<file path="src/rtl/conv_pkg.sv">
// Shared constants and writer state encoding for the convolution pipeline.
// Contents:
//   IMG_NB, KERNEL_NB, ACC_NB, KERNEL_SIZE   default datapath widths / kernel side
//   WR_IDLE, WR_RUN, WR_DONE                  result-writer state codes
//   wr_state_t                                enum built on those codes
package conv_pkg;

    localparam int unsigned IMG_NB      = 7;
    localparam int unsigned KERNEL_NB   = 8;
    localparam int unsigned ACC_NB      = 19;
    localparam int unsigned KERNEL_SIZE = 3;

    localparam logic [1:0] WR_IDLE = 2'd0;
    localparam logic [1:0] WR_RUN  = 2'd1;
    localparam logic [1:0] WR_DONE = 2'd2;

    typedef enum logic [1:0] {
        ST_IDLE = WR_IDLE,
        ST_RUN  = WR_RUN,
        ST_DONE = WR_DONE
    } wr_state_t;

endpackage

</file>
<file path="src/rtl/conv_requant.sv">
// Combinational requantizer: signed accumulator -> unsigned pixel.
// The accumulator is arithmetically shifted right by SHIFT, then clamped to
// the range [0, 2^IMG_NB-1].
// Configuration macro: CONV_WR_ROUND_EN adds 2^(SHIFT-1) before the shift
// (round half-up, sum kept one bit wider); otherwise plain floor truncation.
// Ports:
//   acc    in   ACC_NB   signed accumulator
//   pix_c  out  IMG_NB   requantized pixel (combinational)
module conv_requant #(
    parameter int unsigned ACC_NB = conv_pkg::ACC_NB,
    parameter int unsigned IMG_NB = conv_pkg::IMG_NB,
    parameter int unsigned SHIFT  = 8
) (
    input  logic signed [ACC_NB-1:0] acc,
    output logic        [IMG_NB-1:0] pix_c
);

`ifdef CONV_WR_ROUND_EN
    localparam int unsigned T_NB = ACC_NB + 1;
    localparam logic [T_NB-1:0] HALF = T_NB'(1) << (SHIFT - 1);

    logic signed [T_NB-1:0] sum_c;
    logic signed [T_NB-1:0] t_c;

    // Widen by one bit so the rounding offset cannot overflow.
    assign sum_c = $signed({acc[ACC_NB-1], acc}) + $signed(HALF);
    assign t_c   = sum_c >>> SHIFT;
`else
    localparam int unsigned T_NB = ACC_NB;

    logic signed [T_NB-1:0] t_c;

    assign t_c = acc >>> SHIFT;
`endif

    localparam logic [T_NB-1:0] PIX_MAX = T_NB'((1 << IMG_NB) - 1);

    // Clamp negatives to zero and large positives to full scale.
    always_comb begin
        pix_c = t_c[IMG_NB-1:0];
        if (t_c[T_NB-1]) begin
            pix_c = '0;
        end else if ($unsigned(t_c) > PIX_MAX) begin
            pix_c = '1;
        end
    end

endmodule

</file>
<file path="src/rtl/conv_result_writer.sv">
// Result writer: consumer end of the convolve pixel stream.
// Accepts signed convolution results, requantizes them and writes them to the
// output frame RAM at linear raster addresses of the valid-convolution frame
// (OUT_H x OUT_W). One output register gives full throughput with backpressure.
// Configuration macro: CONV_WR_ROUND_EN (forwarded to conv_requant) selects
// round half-up instead of truncation.
// Ports:
//   clk100        in   1        clock, rising edge
//   in_reset      in   1        synchronous reset, active-high
//   i_start       in   1        arm for a new frame (honoured in IDLE only)
//   i_valid       in   1        i_pixel carries a result
//   i_pixel       in   ACC_NB   signed convolution result
//   o_ready       out  1        beat = i_valid & o_ready (combinational on i_wr_ready)
//   o_wr_en       out  1        RAM write request, held until i_wr_ready
//   o_wr_addr     out  ADDR_NB  row*OUT_W+col
//   o_wr_data     out  IMG_NB   requantized pixel
//   i_wr_ready    in   1        RAM accepts the write
//   o_busy        out  1        high while running a frame
//   o_frame_done  out  1        one-cycle pulse after the final write
module conv_result_writer #(
    parameter int unsigned IMG_HEIGHT  = 480,
    parameter int unsigned IMG_WIDTH   = 640,
    parameter int unsigned KERNEL_SIZE = conv_pkg::KERNEL_SIZE,
    parameter int unsigned IMG_NB      = conv_pkg::IMG_NB,
    parameter int unsigned ACC_NB      = conv_pkg::ACC_NB,
    parameter int unsigned SHIFT       = 8,
    parameter int unsigned ADDR_NB     = 19
) (
    input  logic                     clk100,
    input  logic                     in_reset,
    input  logic                     i_start,
    input  logic                     i_valid,
    input  logic signed [ACC_NB-1:0] i_pixel,
    output logic                     o_ready,
    output logic                     o_wr_en,
    output logic       [ADDR_NB-1:0] o_wr_addr,
    output logic        [IMG_NB-1:0] o_wr_data,
    input  logic                     i_wr_ready,
    output logic                     o_busy,
    output logic                     o_frame_done
);

    import conv_pkg::*;

    localparam int unsigned OUT_H  = IMG_HEIGHT - KERNEL_SIZE + 1;
    localparam int unsigned OUT_W  = IMG_WIDTH - KERNEL_SIZE + 1;
    localparam int unsigned ROW_NB = (OUT_H > 1) ? $clog2(OUT_H) : 1;
    localparam int unsigned COL_NB = (OUT_W > 1) ? $clog2(OUT_W) : 1;

    wr_state_t state_q;
    wr_state_t state_d;

    logic [ROW_NB-1:0]  row_q;
    logic [COL_NB-1:0]  col_q;
    logic [ADDR_NB-1:0] addr_q;
    logic               beats_done_q;   // every beat of the frame has been taken
    logic               wr_last_q;      // write register holds the frame's final pixel

    logic [IMG_NB-1:0]  pix_c;
    logic               ready_c;
    logic               beat_c;
    logic               wr_fire_c;
    logic               last_beat_c;
    logic               frame_end_c;
    logic               busy_d;
    logic               done_d;

    // Requantize the incoming accumulator.
    conv_requant #(
        .ACC_NB (ACC_NB),
        .IMG_NB (IMG_NB),
        .SHIFT  (SHIFT)
    ) u_requant (
        .acc   (i_pixel),
        .pix_c (pix_c)
    );

    // Handshake terms; ready looks through the RAM's ready to avoid a bubble.
    assign ready_c     = (state_q == ST_RUN) && !beats_done_q && (!o_wr_en || i_wr_ready);
    assign beat_c      = i_valid && ready_c;
    assign wr_fire_c   = o_wr_en && i_wr_ready;
    assign last_beat_c = (row_q == ROW_NB'(OUT_H - 1)) && (col_q == COL_NB'(OUT_W - 1));
    assign frame_end_c = wr_fire_c && wr_last_q;
    assign o_ready     = ready_c;

    // State register.
    always_ff @(posedge clk100) begin
        if (in_reset) begin
            state_q <= ST_IDLE;
        end else begin
            state_q <= state_d;
        end
    end

    // Next state and next values of the registered status outputs.
    always_comb begin
        state_d = state_q;
        busy_d  = 1'b0;
        done_d  = 1'b0;
        case (state_q)
            ST_IDLE: begin
                if (i_start) begin
                    state_d = ST_RUN;
                end
            end
            ST_RUN: begin
                if (frame_end_c) begin
                    state_d = ST_DONE;
                end
            end
            ST_DONE: begin
                state_d = ST_IDLE;
            end
            default: begin
                state_d = ST_IDLE;
            end
        endcase
        busy_d = (state_d == ST_RUN);
        done_d = (state_d == ST_DONE);
    end

    // Status outputs.
    always_ff @(posedge clk100) begin
        if (in_reset) begin
            o_busy       <= 1'b0;
            o_frame_done <= 1'b0;
        end else begin
            o_busy       <= busy_d;
            o_frame_done <= done_d;
        end
    end

    // Raster counters: cleared on a new frame, advanced once per accepted beat.
    always_ff @(posedge clk100) begin
        if (in_reset) begin
            row_q        <= '0;
            col_q        <= '0;
            addr_q       <= '0;
            beats_done_q <= 1'b0;
        end else if ((state_q == ST_IDLE) && i_start) begin
            row_q        <= '0;
            col_q        <= '0;
            addr_q       <= '0;
            beats_done_q <= 1'b0;
        end else if (beat_c) begin
            addr_q <= addr_q + ADDR_NB'(1);
            if (last_beat_c) begin
                beats_done_q <= 1'b1;
            end else if (col_q == COL_NB'(OUT_W - 1)) begin
                col_q <= '0;
                row_q <= row_q + ROW_NB'(1);
            end else begin
                col_q <= col_q + COL_NB'(1);
            end
        end
    end

    // Output write register: load on a beat, hold under backpressure, drop on handover.
    always_ff @(posedge clk100) begin
        if (in_reset) begin
            o_wr_en   <= 1'b0;
            o_wr_addr <= '0;
            o_wr_data <= '0;
            wr_last_q <= 1'b0;
        end else if (beat_c) begin
            o_wr_en   <= 1'b1;
            o_wr_addr <= addr_q;
            o_wr_data <= pix_c;
            wr_last_q <= last_beat_c;
        end else if (wr_fire_c) begin
            o_wr_en   <= 1'b0;
            wr_last_q <= 1'b0;
        end
    end

endmodule

</file>
<file path="config.mk">
export PLATFORM = sky130hd
export DESIGN_NAME = conv_result_writer
export DESIGN_NICKNAME = d
export VERILOG_FILES = /design/src/rtl/conv_pkg.sv /design/src/rtl/conv_requant.sv /design/src/rtl/conv_result_writer.sv
export SDC_FILE = /design/constraint.sdc
export NUM_CORES = 1
export LEC_CHECK = 0
export BUFFER_PORTS_ARGS = -buffer_cell sky130_fd_sc_hd__buf_2
export CORE_MARGIN = 3
export CORE_UTILIZATION = 58
export CTS_BUF_LIST = sky130_fd_sc_hd__clkbuf_4 sky130_fd_sc_hd__clkbuf_8
export DETAILED_ROUTE_END_ITERATION = 8
export GPL_ROUTABILITY_DRIVEN = 0
export GPL_TIMING_DRIVEN = 0
export PLACE_DENSITY = 0.88
export SYNTH_ARGS = -nofsm -noshare
export SYNTH_HDL_FRONTEND = slang
export SYNTH_SLANG_ARGS = --single-unit
</file>
<file path="constraint.sdc">
create_clock -name clk100 -period 2.4 [get_ports clk100]
set_input_delay 0.24 -clock clk100 [delete_from_list [all_inputs] [get_ports clk100]]
set_output_delay 0.24 -clock clk100 [all_outputs]
set_load 0.05 [all_outputs]
</file>
; Word level (Yosys, flattened, before mapping)
; Cells that the tools add are included.
[classes]
add_sub_neg = 3
magnitude_cmp = 1
eq_ne = 5
muxes = 9
bitwise = 1
reduce_logical = 16
[ops]
columns = op, count
row1 = $add A19 B1 Y19 const B, 1
row2 = $gt A19 B7 Y1 const B, 1
row3 = $mux W7, 2
row4 = $add A10 B1 Y10 const B, 1
row5 = $eq A10 B10 Y1 const B, 1
row6 = $mux W10, 1
row7 = $add A9 B1 Y9 const B, 1
row8 = $eq A9 B9 Y1 const B, 1
row9 = $logic_and A1 B1 Y1, 7
row10 = $eq A2 B1 Y1 const B, 2
row11 = $mux W2, 2
row12 = $pmux W2 S2, 1
row13 = $reduce_and A2 Y1, 2
row14 = $mux W1, 3
row15 = $reduce_and A3 Y1, 1
row16 = $eq A2 B2 Y1 const B, 1
row17 = $logic_not A1 Y1, 2
row18 = $logic_not A2 Y1, 1
row19 = $reduce_bool A2 Y1, 1
row20 = $reduce_or A2 Y1, 1
row21 = $logic_or A1 B1 Y1, 1
row22 = $not A1 Y1, 1
[totals]
ff_bits = 71
inputBits = 24
out_inout_bits = 30

; Longest topological paths before layout
; Gate-level depths: netlist of run 1.
[logic_depth]
depth_word = 5
mapped_depth = 8
ltp_nobuf = 6

; Hierarchy
; Synthesis of run 1 repeated with hierarchy kept, for this count alone.
[hier_totals]
hier_cells = 361
area_unflattened_um2 = 3103.0
[by_module_without_submodules]
columns = module, instances, cells_each, area_per_inst_um2
row1 = conv_result_writer, 1, 346, 3030.4
row2 = conv_requant, 1, 15, 72.6

; Worst setup path before layout of run 1
; No wires, ideal clock.
[synth_timing]
path_kind = register to output
startpoint = register o_wr_en
endpoint = output port o_ready
t_arrival_ns = 2.381
setup_slack_ns = -0.221
stages_incl_launch_ff = 3
path_buffers = 0
path_cell_list = dfxtp_1 nor2b_1 nor4b_1
[synth_between]
elab_chain_len = 3
[synth_lines]
columns = item, line_no
row1 = "start, declared", conv_result_writer.sv:35  ; output logic o_wr_en,
row2 = "start signal, assigned", conv_result_writer.sv:161  ; o_wr_en <= 1'b0;
row3 = "start signal, assigned", conv_result_writer.sv:166  ; o_wr_en <= 1'b1;
row4 = "start signal, assigned", conv_result_writer.sv:171  ; o_wr_en <= 1'b0;
row5 = $logic_not A1 Y1, conv_result_writer.sv:79  ; assign ready_c = (state_q == ST_RUN) && !beats_done_q && (!o_wr_en || i_wr_ready);
row6 = $logic_or A1 B1 Y1, conv_result_writer.sv:79
row7 = $logic_and A1 B1 Y1, conv_result_writer.sv:79
row8 = "end, declared", conv_result_writer.sv:34  ; output logic o_ready,
; No other way between the ends.

; Worst setup path after layout of run 1
[layout_timing]
startpoint = register col_q[1]
endpoint = register col_q[5]
[layout_between]
elab_chain_len = 4
elab_cells_between_ends = 6
cone_classes = add/sub (1) / eq/ne (1) / mux (1) / bitwise (1) / reduce/logical (2)
[layout_lines]
columns = item, line_no
row1 = "start, declared", conv_result_writer.sv:54  ; logic [COL_NB-1:0] col_q;
row2 = "start signal, assigned", conv_result_writer.sv:153  ; col_q <= col_q + COL_NB'(1);
row3 = branches (longest 4 deep; another with $add A10 B1 Y10), -
; Several ways; the timed one is not identified.
; A chain may end at the register's enable or synchronous reset.

==> results.txt, run 1 <==
Async S/R FF share, synth: 0%
Post-synth EDFFs: 0
worst reg2reg setup slack: 0.17 ns
peak supply drop: 0.0005351 V
Worst Hold Class: primary input to flop
Clock Pin Slew Worst Setup and Hold Paths: 0.08 ns
Syn. warnings: 0
Hold-fix buffers, CTS: 0
Synth Net Count: 421
layout cells sized above 1: 19.87%
crit path launch: col_q[1]
initial drt markers: 240
I/O pin count: 54
initial antenna violation count: 0
crit end category: flop
number of routed nets with antenna violations: 0
Post-CTS Repair Setup Buffers: 0
Synth top area share: 42.75%
Synth Cell Area: 3324 um2
Vert. Die Dim: 81.71 um
Mean Syn Cell Area: 8.481 um2
Hold Startpoint: in_reset
Worst R2R Start: col_q[1]
run status: complete, no violations
post-CTS sizing: 0
diode count: 0
worst path arrival time: 2.46 ns
fin area: 3864 um2
maximum achievable frequency: 0.4486 GHz
DR vias: 3,171
drt pass-1 iters: 5
full die area: 6677 um2
fin crit share: 92.89%
most frequent cell after synthesis: dfxtp_1
cell taking the most area after synthesis: dfxtp_1
#FFs+latches synth: 71
total gr overflow: 0
Syn Inst Count: 392
Initial Utilization: 62.31%
Tightest Pin Transition: 0.7337 ns
max_cap viols: 0
Max Buffers Root-to-Sink: 2
Slew Limit Fails: 0
largest net degree at the start of global routing: 14
nets: 477
first-pass GRT wire length: 12,970 um
minimum clock period: 2.229 ns
Num CTS Buffers: 9
# rows: 26
Netlist cell types: 45
Fin. Hold Viols: 0
CP startpoint kind: flop
clk sinks: 71
WL final: 7835 um
H-tree level count: 3
Worst Skew: 0.01666 ns
Root Buffer: clkbuf_8
main flop type after synthesis: dfxtp_1
Worst-Skew Late Latency: 0.35 ns
CTS tree: yes
number of global-route vias before repair: 2,857
DP HPWL: 5418 um
Layout area overhead: 16.22%
static leakage: 1.365 nW
Setup CP Type: flop to flop
cell area after placement: 3643 um2
Power Density: 625.2 nW/um2
worst path required time: 2.63 ns
vias per cell: 6.063
ranking of synthesized cells by area: dfxtp_1 43%, a21oi_1 7.7%, nand2_1 7.6%
CP max FO: 9
top post-synthesis cells by count: 71 x dfxtp_1, 67 x nand2_1, 51 x a21oi_1
wire length per cell: 14.98 um
core area: 5335 um2
Die Span X: 81.71 um
setup tns final: 0 ns
DRC Markers: 0
Buffers on Ports: 45
Tot GR Track Use: 24.57%
unrepaired setup endpoints after global routing: no
relative slew slack: 50.98%
Seq/Total Area, Yosys: 42.75%
final setup fails: 0
[critical path, cell delays in order, from the launching register on]
cell and delay (ns):
dfxtp_1 0.46, inv_1 0.07, ha_1 0.18, and4bb_1 0.26, and3_1 0.19, clkbuf_1 0.21, a2111oi_2 0.37, mux2_2 0.37
[kinds of logic (layout without fill, tap and decap cells)]
family	Yosys count	in the layout	share of synthesized area, %
flip-flops	71	71	42.75
adder cells (fa/ha/maj)	5	5	1.882
XOR/XNOR	6	6	1.581
AO/OA/AOI/OAI	80	80	14.90
multiplexers	12	12	3.801
buffers and inverters	35	96	5.156
AND/OR/NAND/NOR	183	183	29.92
[sequential cells by signal (all words and copies together) (netlist names), 2 cells and up]
| signal | cells |
|---|---|
| row_q | 9 |
| o_wr_addr | 19 |
| col_q | 10 |
| addr_q | 19 |
| state_q | 2 |
| o_wr_data | 7 |
[layout by cell type (no fill, tap or decap), drive strengths merged, types with 2 or more instances in the layout]
master | synthesis | layout
o41ai | 8 | 8
clkinv | 0 | 4
nor4b | 3 | 3
nand4 | 10 | 10
o21ai | 3 | 3
clkbuf | 9 | 18
nand3 | 17 | 17
o31ai | 8 | 8
and4bb | 2 | 2
ha | 5 | 5
or4b | 8 | 8
inv | 7 | 8
or3 | 18 | 18
nor2 | 21 | 21
nor3 | 5 | 5
mux2 | 5 | 5
and2 | 2 | 2
dfxtp | 71 | 71
xnor2 | 5 | 5
nor4 | 8 | 8
buf | 19 | 64
a211oi | 2 | 2
or2 | 2 | 2
or4 | 6 | 6
and3 | 3 | 3
nand2 | 67 | 67
bufinv | 0 | 2
mux2i | 7 | 7
a21oi | 51 | 51
and4 | 5 | 5
o311a | 5 | 5
[final timing paths]
kind,depth (start not counted),end
hold / removal,3,row_q[2]
setup reg to reg,7,col_q[5]
setup / recovery,7,col_q[5]
hold reg to reg,2,o_wr_data[1]
[power breakdown]
part | internal, mW | leakage [nW] | switching (mW)
Sequential | 1.19 | 0.573 | 0.00896
Clock | 0.589 | 0.114 | 0.477
Combinational | 0.0442 | 0.679 | 0.110
[final cells by class]
class                           instances  area, um2
Clock buffer                            9      123.9
Multi-Input combinational cell        286       1738
Sequential cell                        71       1421
Timing Repair Buffer                   45      225.2
Buffer                                 28      145.1
Inverter                                7      26.28
Clock inverter                          7      96.34
Fill cell                             397       1471
Tap cell                               70      87.58
[layer usage]
layer	share of wire [%]	routed length, um	global-route usage [%]	vias up
met2	46	3590	40.88	148
met1	44	3456	31.56	1454
met3	8.1	636	4.715	15
li1	-	-	-	1554
met5	0	0	0	-
met4	1.9	150	9.302	0
[per-stage QoR]
stage	hold WS (ns)	utilization [%]	std cells	setup slack [ns]	power (mW)
final	0.2078	72.42	523	0.1706	2.416
after floorplan	0.4225	-	392	0.4289	1.326
after CTS	0.2085	72.42	523	0.1964	2.412
after global placement	0.4370	68.29	507	0.2532	1.372
after detailed placement	0.4417	68.29	507	0.2304	1.376
after global routing	0.2199	72.42	523	0.01816	2.482
Note: power is estimated with default switching activity, not from simulation.
==> run 2: changes to the inputs <==
--- a/config.mk
+++ b/config.mk
@@ -6,8 +6,11 @@
 export NUM_CORES = 1
 export LEC_CHECK = 0
 export BUFFER_PORTS_ARGS = -buffer_cell sky130_fd_sc_hd__buf_2
+export CELL_PAD_IN_SITES_DETAIL_PLACEMENT = 1
+export CELL_PAD_IN_SITES_GLOBAL_PLACEMENT = 2
+export CORE_ASPECT_RATIO = 1.25
 export CORE_MARGIN = 3
-export CORE_UTILIZATION = 58
+export CORE_UTILIZATION = 35
 export CTS_BUF_LIST = sky130_fd_sc_hd__clkbuf_4 sky130_fd_sc_hd__clkbuf_8
 export DETAILED_ROUTE_END_ITERATION = 8
 export GPL_ROUTABILITY_DRIVEN = 0
==> run 2 against run 1 <==
Via count is 1.3% lower. Die area is 60% higher. Clock power is 16% lower. Maximum frequency hardly changed. Critical path depth stayed put. Global-route usage is 6.4 points lower. Worst hold slack worse by 0.011 ns. Combinational power is 3% higher. Final area is 0.71% higher. Total power is 6.6% lower. Clock skew is 0.0057 ns lower. Critical path type unchanged.
==> results.txt, run 2 (synthesis results as in run 1) <==
full die area: 10,710 um2 (was 6677 um2)
worst setup margin: 0.1713 ns (was 0.1706 ns)
slowest CP cell: dfxtp_1 (unchanged)
diode count: 0 (unchanged)
worst slack, placed: 0.1973 ns (was 0.2304 ns)
Crit path max-delay family: flip-flops (unchanged)
max_cap viols: 0 (unchanged)
Worst-Skew Late Latency: 0.36 ns (was 0.35 ns)
Max Buffers Root-to-Sink: 2 (unchanged)
Tightest Pin Transition: 0.7302 ns (was 0.7337 ns)
Worst Path Buf+Inv: 2 (unchanged)
Setup CP Type: flop to flop (unchanged)
static leakage: 1.344 nW (was 1.365 nW)
unrepaired setup endpoints after global routing: no (unchanged)
cells on worst reg2reg path: 7 (unchanged)
peak supply drop: 0.0002534 V (was 0.0005351 V)
H-tree level count: 3 (unchanged)
Die Span X: 93.17 um (was 81.71 um)
Post-CTS Repair Setup Buffers: 0 (unchanged)
maximum achievable frequency: 0.4487 GHz (was 0.4486 GHz)
WHS Path Cells: 3 (unchanged)
run status: complete, no violations (unchanged)
Fin. Hold Viols: 0 (unchanged)
WL final: 9269 um (was 7835 um)
Root Buffer: clkbuf_8 (unchanged)
DR vias: 3,130 (was 3,171)
CP startpoint kind: flop (unchanged)
fillers: 1,116 (was 397)
core area: 9223 um2 (was 5335 um2)
initial antenna violation count: 0 (unchanged)
wire length per cell: 16.09 um (was 14.98 um)
number of routed nets with antenna violations: 0 (unchanged)
first-pass GRT wire length: 15,440 um (was 12,970 um)
Vert. Die Dim: 115.0 um (was 81.71 um)
CP Cell Sequence: inv_1 -> ha_1 -> and4bb_1 -> and3_1 -> clkbuf_1 -> a2111oi_2 -> mux2_2 (unchanged)
setup tns final: 0 ns (unchanged)
number of global-route vias before repair: 3,166 (was 2,857)
Worst path depth: 7 (unchanged)
Top Registers: addr_q: 19 flops, o_wr_addr: 19 flops, col_q: 10 flops (unchanged)
Buffers on Ports: 45 (unchanged)
Worst Hold Class: primary input to flop (unchanged)
clk sinks: 71 (unchanged)
Hold-fix buffers, CTS: 0 (unchanged)
Worst Skew: 0.01097 ns (was 0.01666 ns)
fin crit share: 92.86% (was 92.89%)
layout cells sized above 1: 19.87% (unchanged)
Final Util: 42.19% (was 72.42%)
initial drt markers: 129 (was 240)
DRC Markers: 0 (unchanged)
I/O pin count: 54 (unchanged)
nets: 477 (unchanged)
total gr overflow: 0 (unchanged)
worst path arrival time: 2.47 ns (was 2.46 ns)
minimum clock period: 2.229 ns (about the same)
crit-path max cell delay: 0.47 ns (was 0.46 ns)
Tot GR Track Use: 18.14% (was 24.57%)
Slew Limit Fails: 0 (unchanged)
most frequent cells in the layout: 71 x dfxtp_1, 67 x nand2_1, 59 x buf_2 (unchanged)
Initial Utilization: 36.05% (was 62.31%)
Num CTS Buffers: 9 (unchanged)
Power Density: 579.5 nW/um2 (was 625.2 nW/um2)
relative slew slack: 51.22% (was 50.98%)
CP max FO: 9 (unchanged)
drt pass-1 iters: 4 (was 5)
most common cell after layout, fill and taps aside: dfxtp_1 (unchanged)
# rows: 39 (was 26)
final setup fails: 0 (unchanged)
Layout area overhead: 17.05% (was 16.22%)
worst reg2reg setup slack: 0.17 ns (about the same)
worst path required time: 2.64 ns (was 2.63 ns)
CTS tree: yes (unchanged)
post-CTS sizing: 0 (unchanged)
largest net degree at the start of global routing: 14 (unchanged)
DP HPWL: 6635 um (was 5418 um)
vias per cell: 5.434 (was 6.063)
Clock Pin Slew Worst Setup and Hold Paths: 0.08 ns (about the same)
crit end category: flop (unchanged)
## run 2: worst paths after layout
kind                start           end
max              col_q[1]      col_q[5]
min              in_reset      row_q[2]
max reg2reg      col_q[1]      col_q[5]
min reg2reg  o_wr_addr[0]  o_wr_addr[0]
## run 2: final cells by class
class | count | area [um2] | share of cell area, %
buffer | 28 | 145.1 | 3.730
clock buffer | 10 | 137.6 | 3.537
clock inverter | 6 | 43.79 | 1.125
inverter | 7 | 26.28 | 0.6752
multi-input combinational | 286 | 1738 | 44.66
sequential | 71 | 1421 | 36.53
tap | 123 | 153.9 | 3.955
timing repair buffer | 45 | 225.2 | 5.788
## run 2: power by group
part           switching [mW]  internal [mW]
registers             0.00847           1.19
clock network           0.495          0.407
logic                   0.114         0.0442
total                   0.618           1.64
## run 2: per-stage QoR
stage / hold slack [ns] / cells / cell area [um2] / power [mW]
after floorplan: 0.4225 / 392 / 3331 / 1.326
after global placement: 0.4380 / 560 / 3710 / 1.379
after detailed placement: 0.4461 / 560 / 3710 / 1.383
after CTS: 0.1839 / 576 / 3891 / 2.285
after global routing: 0.2245 / 576 / 3891 / 2.353
final: 0.1973 / 576 / 3891 / 2.255
## run 2: routing by layer
metal / vias up / share of wire, % / GRT usage [%]
met1: 1544 / 45 / 22.00
met5: - / 0 / 0
met3: 11 / 2.8 / 4.058
met4: 0 / 1.1 / 5.572
li1: 1538 / - / -
met2: 37 / 51 / 31.96
## run 2: worst reg2reg max path: stages, from the launching register on
cell and delay, ns:
dfxtp_1 0.47, inv_1 0.08, ha_1 0.18, and4bb_1 0.24, and3_1 0.19, clkbuf_1 0.22, a2111oi_2 0.37, mux2_2 0.38
==> run 3: changes to the inputs <==
--- a/config.mk
+++ b/config.mk
@@ -15,7 +15,7 @@
 export DETAILED_ROUTE_END_ITERATION = 8
 export GPL_ROUTABILITY_DRIVEN = 0
 export GPL_TIMING_DRIVEN = 0
-export PLACE_DENSITY = 0.88
+export PLACE_DENSITY = 0.89
 export SYNTH_ARGS = -nofsm -noshare
 export SYNTH_HDL_FRONTEND = slang
 export SYNTH_SLANG_ARGS = --single-unit
==> run 3 against run 2 <==
Via count fell by 0.35%. Global-route usage rose by 0.25 points. Clock skew barely moved. Combinational power barely moved.
==> results.txt, run 3 (synthesis results as in run 1) <==
run status: complete, no violations (unchanged)
Layout area overhead: 18.44% (was 17.05%)
final setup fails: 0 (unchanged)
met3 Use GR: 3.599% (was 4.058%)
final non-filler cell total: 576 (unchanged)
minimum clock period: 2.143 ns (was 2.229 ns)
Max Buffers Root-to-Sink: 2 (unchanged)
Top Registers: addr_q: 19 flops, o_wr_addr: 19 flops, col_q: 10 flops (unchanged)
Crit path max-delay family: simple AND/OR/NAND/NOR gates (was flip-flops)
worst path arrival time: 2.39 ns (was 2.47 ns)
CP max FO: 9 (unchanged)
fin crit share: 89.28% (was 92.86%)
Vert. Die Dim: 115.0 um (unchanged)
Worst Skew: 0.01091 ns (was 0.01097 ns)
relative slew slack: 49.14% (was 51.22%)
grt met1 use: 22.87% (was 22.00%)
Post-CTS Repair Setup Buffers: 0 (unchanged)
Clock Pin Slew Worst Setup and Hold Paths: 0.09 ns (was 0.08 ns)
Initial Utilization: 36.05% (unchanged)
I/O pin count: 54 (unchanged)
number of global-route vias before repair: 3,093 (was 3,166)
Tot GR Track Use: 18.39% (was 18.14%)
H-tree level count: 3 (unchanged)
Internal: 1.829 mW (was 1.638 mW)
CP Cell Sequence: ha_1 -> and4bb_1 -> and3_1 -> clkbuf_1 -> a2111oi_2 -> mux2_2 (was inv_1 -> ha_1 -> and4bb_1 -> and3_1 -> clkbuf_1 -> a2111oi_2 -> mux2_2)
slowest CP cell: dfxtp_1 (unchanged)
crit-path max cell delay: 0.40 ns (was 0.47 ns)
diode count: 0 (unchanged)
Root Buffer: clkbuf_8 (unchanged)
Die Span X: 93.17 um (unchanged)
initial drt markers: 177 (was 129)
core area: 9223 um2 (unchanged)
# rows: 39 (unchanged)
Power Density: 627.8 nW/um2 (was 579.5 nW/um2)
static leakage: 1.363 nW (was 1.344 nW)
Placed Cells incl. Taps: 560 (unchanged)
Tightest Pin Transition: 0.7613 ns (was 0.7302 ns)
Comb pwr share: 6.4% (was 7.0%)
initial antenna violation count: 0 (unchanged)
CP startpoint kind: flop (unchanged)
Worst Hold Class: primary input to flop (unchanged)
Worst Path Buf+Inv: 1 (was 2)
maximum achievable frequency: 0.4667 GHz (was 0.4487 GHz)
setup tns final: 0 ns (unchanged)
worst hold-check slack: 0.1896 ns (was 0.1973 ns)
crit end category: flop (unchanged)
Clk pwr share: 45.2% (was 40.0%)
sequential group share of total power: 48.4% (was 53.0%)
Worst-Skew Late Latency: 0.36 ns (about the same)
GRT Max-Usage Layer: met2 (unchanged)
max_cap viols: 0 (unchanged)
first-pass GRT wire length: 15,520 um (was 15,440 um)
FF+latch area: 1423 um2 (was 1421 um2)
layout cells sized above 1: 20.09% (was 19.87%)
Slew Limit Fails: 0 (unchanged)
most frequent cells in the layout: 70 x dfxtp_1, 67 x nand2_1, 59 x buf_2 (was 71 x dfxtp_1, 67 x nand2_1, 59 x buf_2)
Setup CP Type: flop to flop (unchanged)
number of routed nets with antenna violations: 0 (unchanged)
unrepaired setup endpoints after global routing: no (unchanged)
wire length per cell: 16.34 um (was 16.09 um)
CTS tree: yes (unchanged)
met2 Use GR: 31.48% (was 31.96%)
DR vias: 3,119 (was 3,130)
WL final: 9410 um (was 9269 um)
worst path required time: 2.65 ns (was 2.64 ns)
peak supply drop: 0.0003195 V (was 0.0002534 V)
Multi-input gate area: 1738 um2 (unchanged)
drt pass-1 iters: 4 (unchanged)
total gr overflow: 0 (unchanged)
Switch Pwr: 643.3 uW (was 617.5 uW)
worst slack, placed: 0.1504 ns (was 0.1973 ns)
sw frac: 26.02% (was 27.38%)
Buffers on Ports: 45 (unchanged)
full die area: 10,710 um2 (unchanged)
Fin. Hold Viols: 0 (unchanged)
worst setup margin: 0.2573 ns (was 0.1713 ns)
DP HPWL: 6790 um (was 6635 um)
vias per cell: 5.415 (was 5.434)
DRC Markers: 0 (unchanged)
nets: 477 (unchanged)
most common cell after layout, fill and taps aside: dfxtp_1 (unchanged)
fillers: 1,139 (was 1,116)
largest net degree at the start of global routing: 15 (was 14)
Num CTS Buffers: 9 (unchanged)
clk sinks: 71 (unchanged)
==> run 3: timing repair <==
item | in CTS | in global routing
endpoints found under the setup margin | 0 | 1
gates resized for setup | 0 | 1
hold buffers | 0 | 0
==> run 3: area by class of cell <==
class,count,area share [%]
Clock inverter,7,2.606
Sequential cell,71,36.13
Clock buffer,9,3.146
Inverter,7,0.6673
Tap cell,123,3.908
Timing Repair Buffer,45,5.720
Multi-Input combinational cell,286,44.14
Buffer,28,3.686
==> run 3: path summary, 6_finish.rpt <==
kind,cells past startpoint,end,startpoint,slack (ns)
setup reg to reg,6,col_q[5],col_q[0],0.26
hold reg to reg,2,o_wr_data[0],o_wr_data[0],0.45
setup / recovery,6,col_q[5],col_q[0],0.26
hold / removal,3,row_q[2],in_reset,0.19
==> run 3: per-stage QoR <==
| stage | util (%) | area [um2] | power, mW |
|---|---|---|---|
| after floorplan | - | 3331 | 1.326 |
| after global placement | 40.23 | 3710 | 1.379 |
| after global routing | 42.69 | 3938 | 2.567 |
| final | 42.69 | 3938 | 2.472 |
| after detailed placement | 40.23 | 3710 | 1.383 |
| after CTS | 42.68 | 3936 | 2.500 |
==> run 3: per-layer routing <==
metal	wire, um	share of wire [%]	up-vias
li1	-	-	1548
met2	4749	50	33
met1	4263	45	1526
met4	176	1.9	0
met5	0	0	-
met3	222	2.4	12
==> run 3: power groups by stage <==
stage / clock network [mW] / logic (mW) / registers (mW)
after floorplan: 0 / 0.0799 / 1.25
after detailed placement: 0 / 0.159 / 1.22
after global routing: 1.20 / 0.174 / 1.20
final: 1.12 / 0.158 / 1.20
after global placement: 0 / 0.155 / 1.22
after CTS: 1.14 / 0.160 / 1.20
==> run 3: worst reg2reg max path: cells and delay by family (launching register included) <==
family	cells	cell delay (ns)
DFF	1	0.40
buffers and inverters	1	0.22
and+or+nand+nor	2	0.45
AOI/OAI and AO/OA	1	0.36
adders and majority gates	1	0.23
muxes	1	0.37
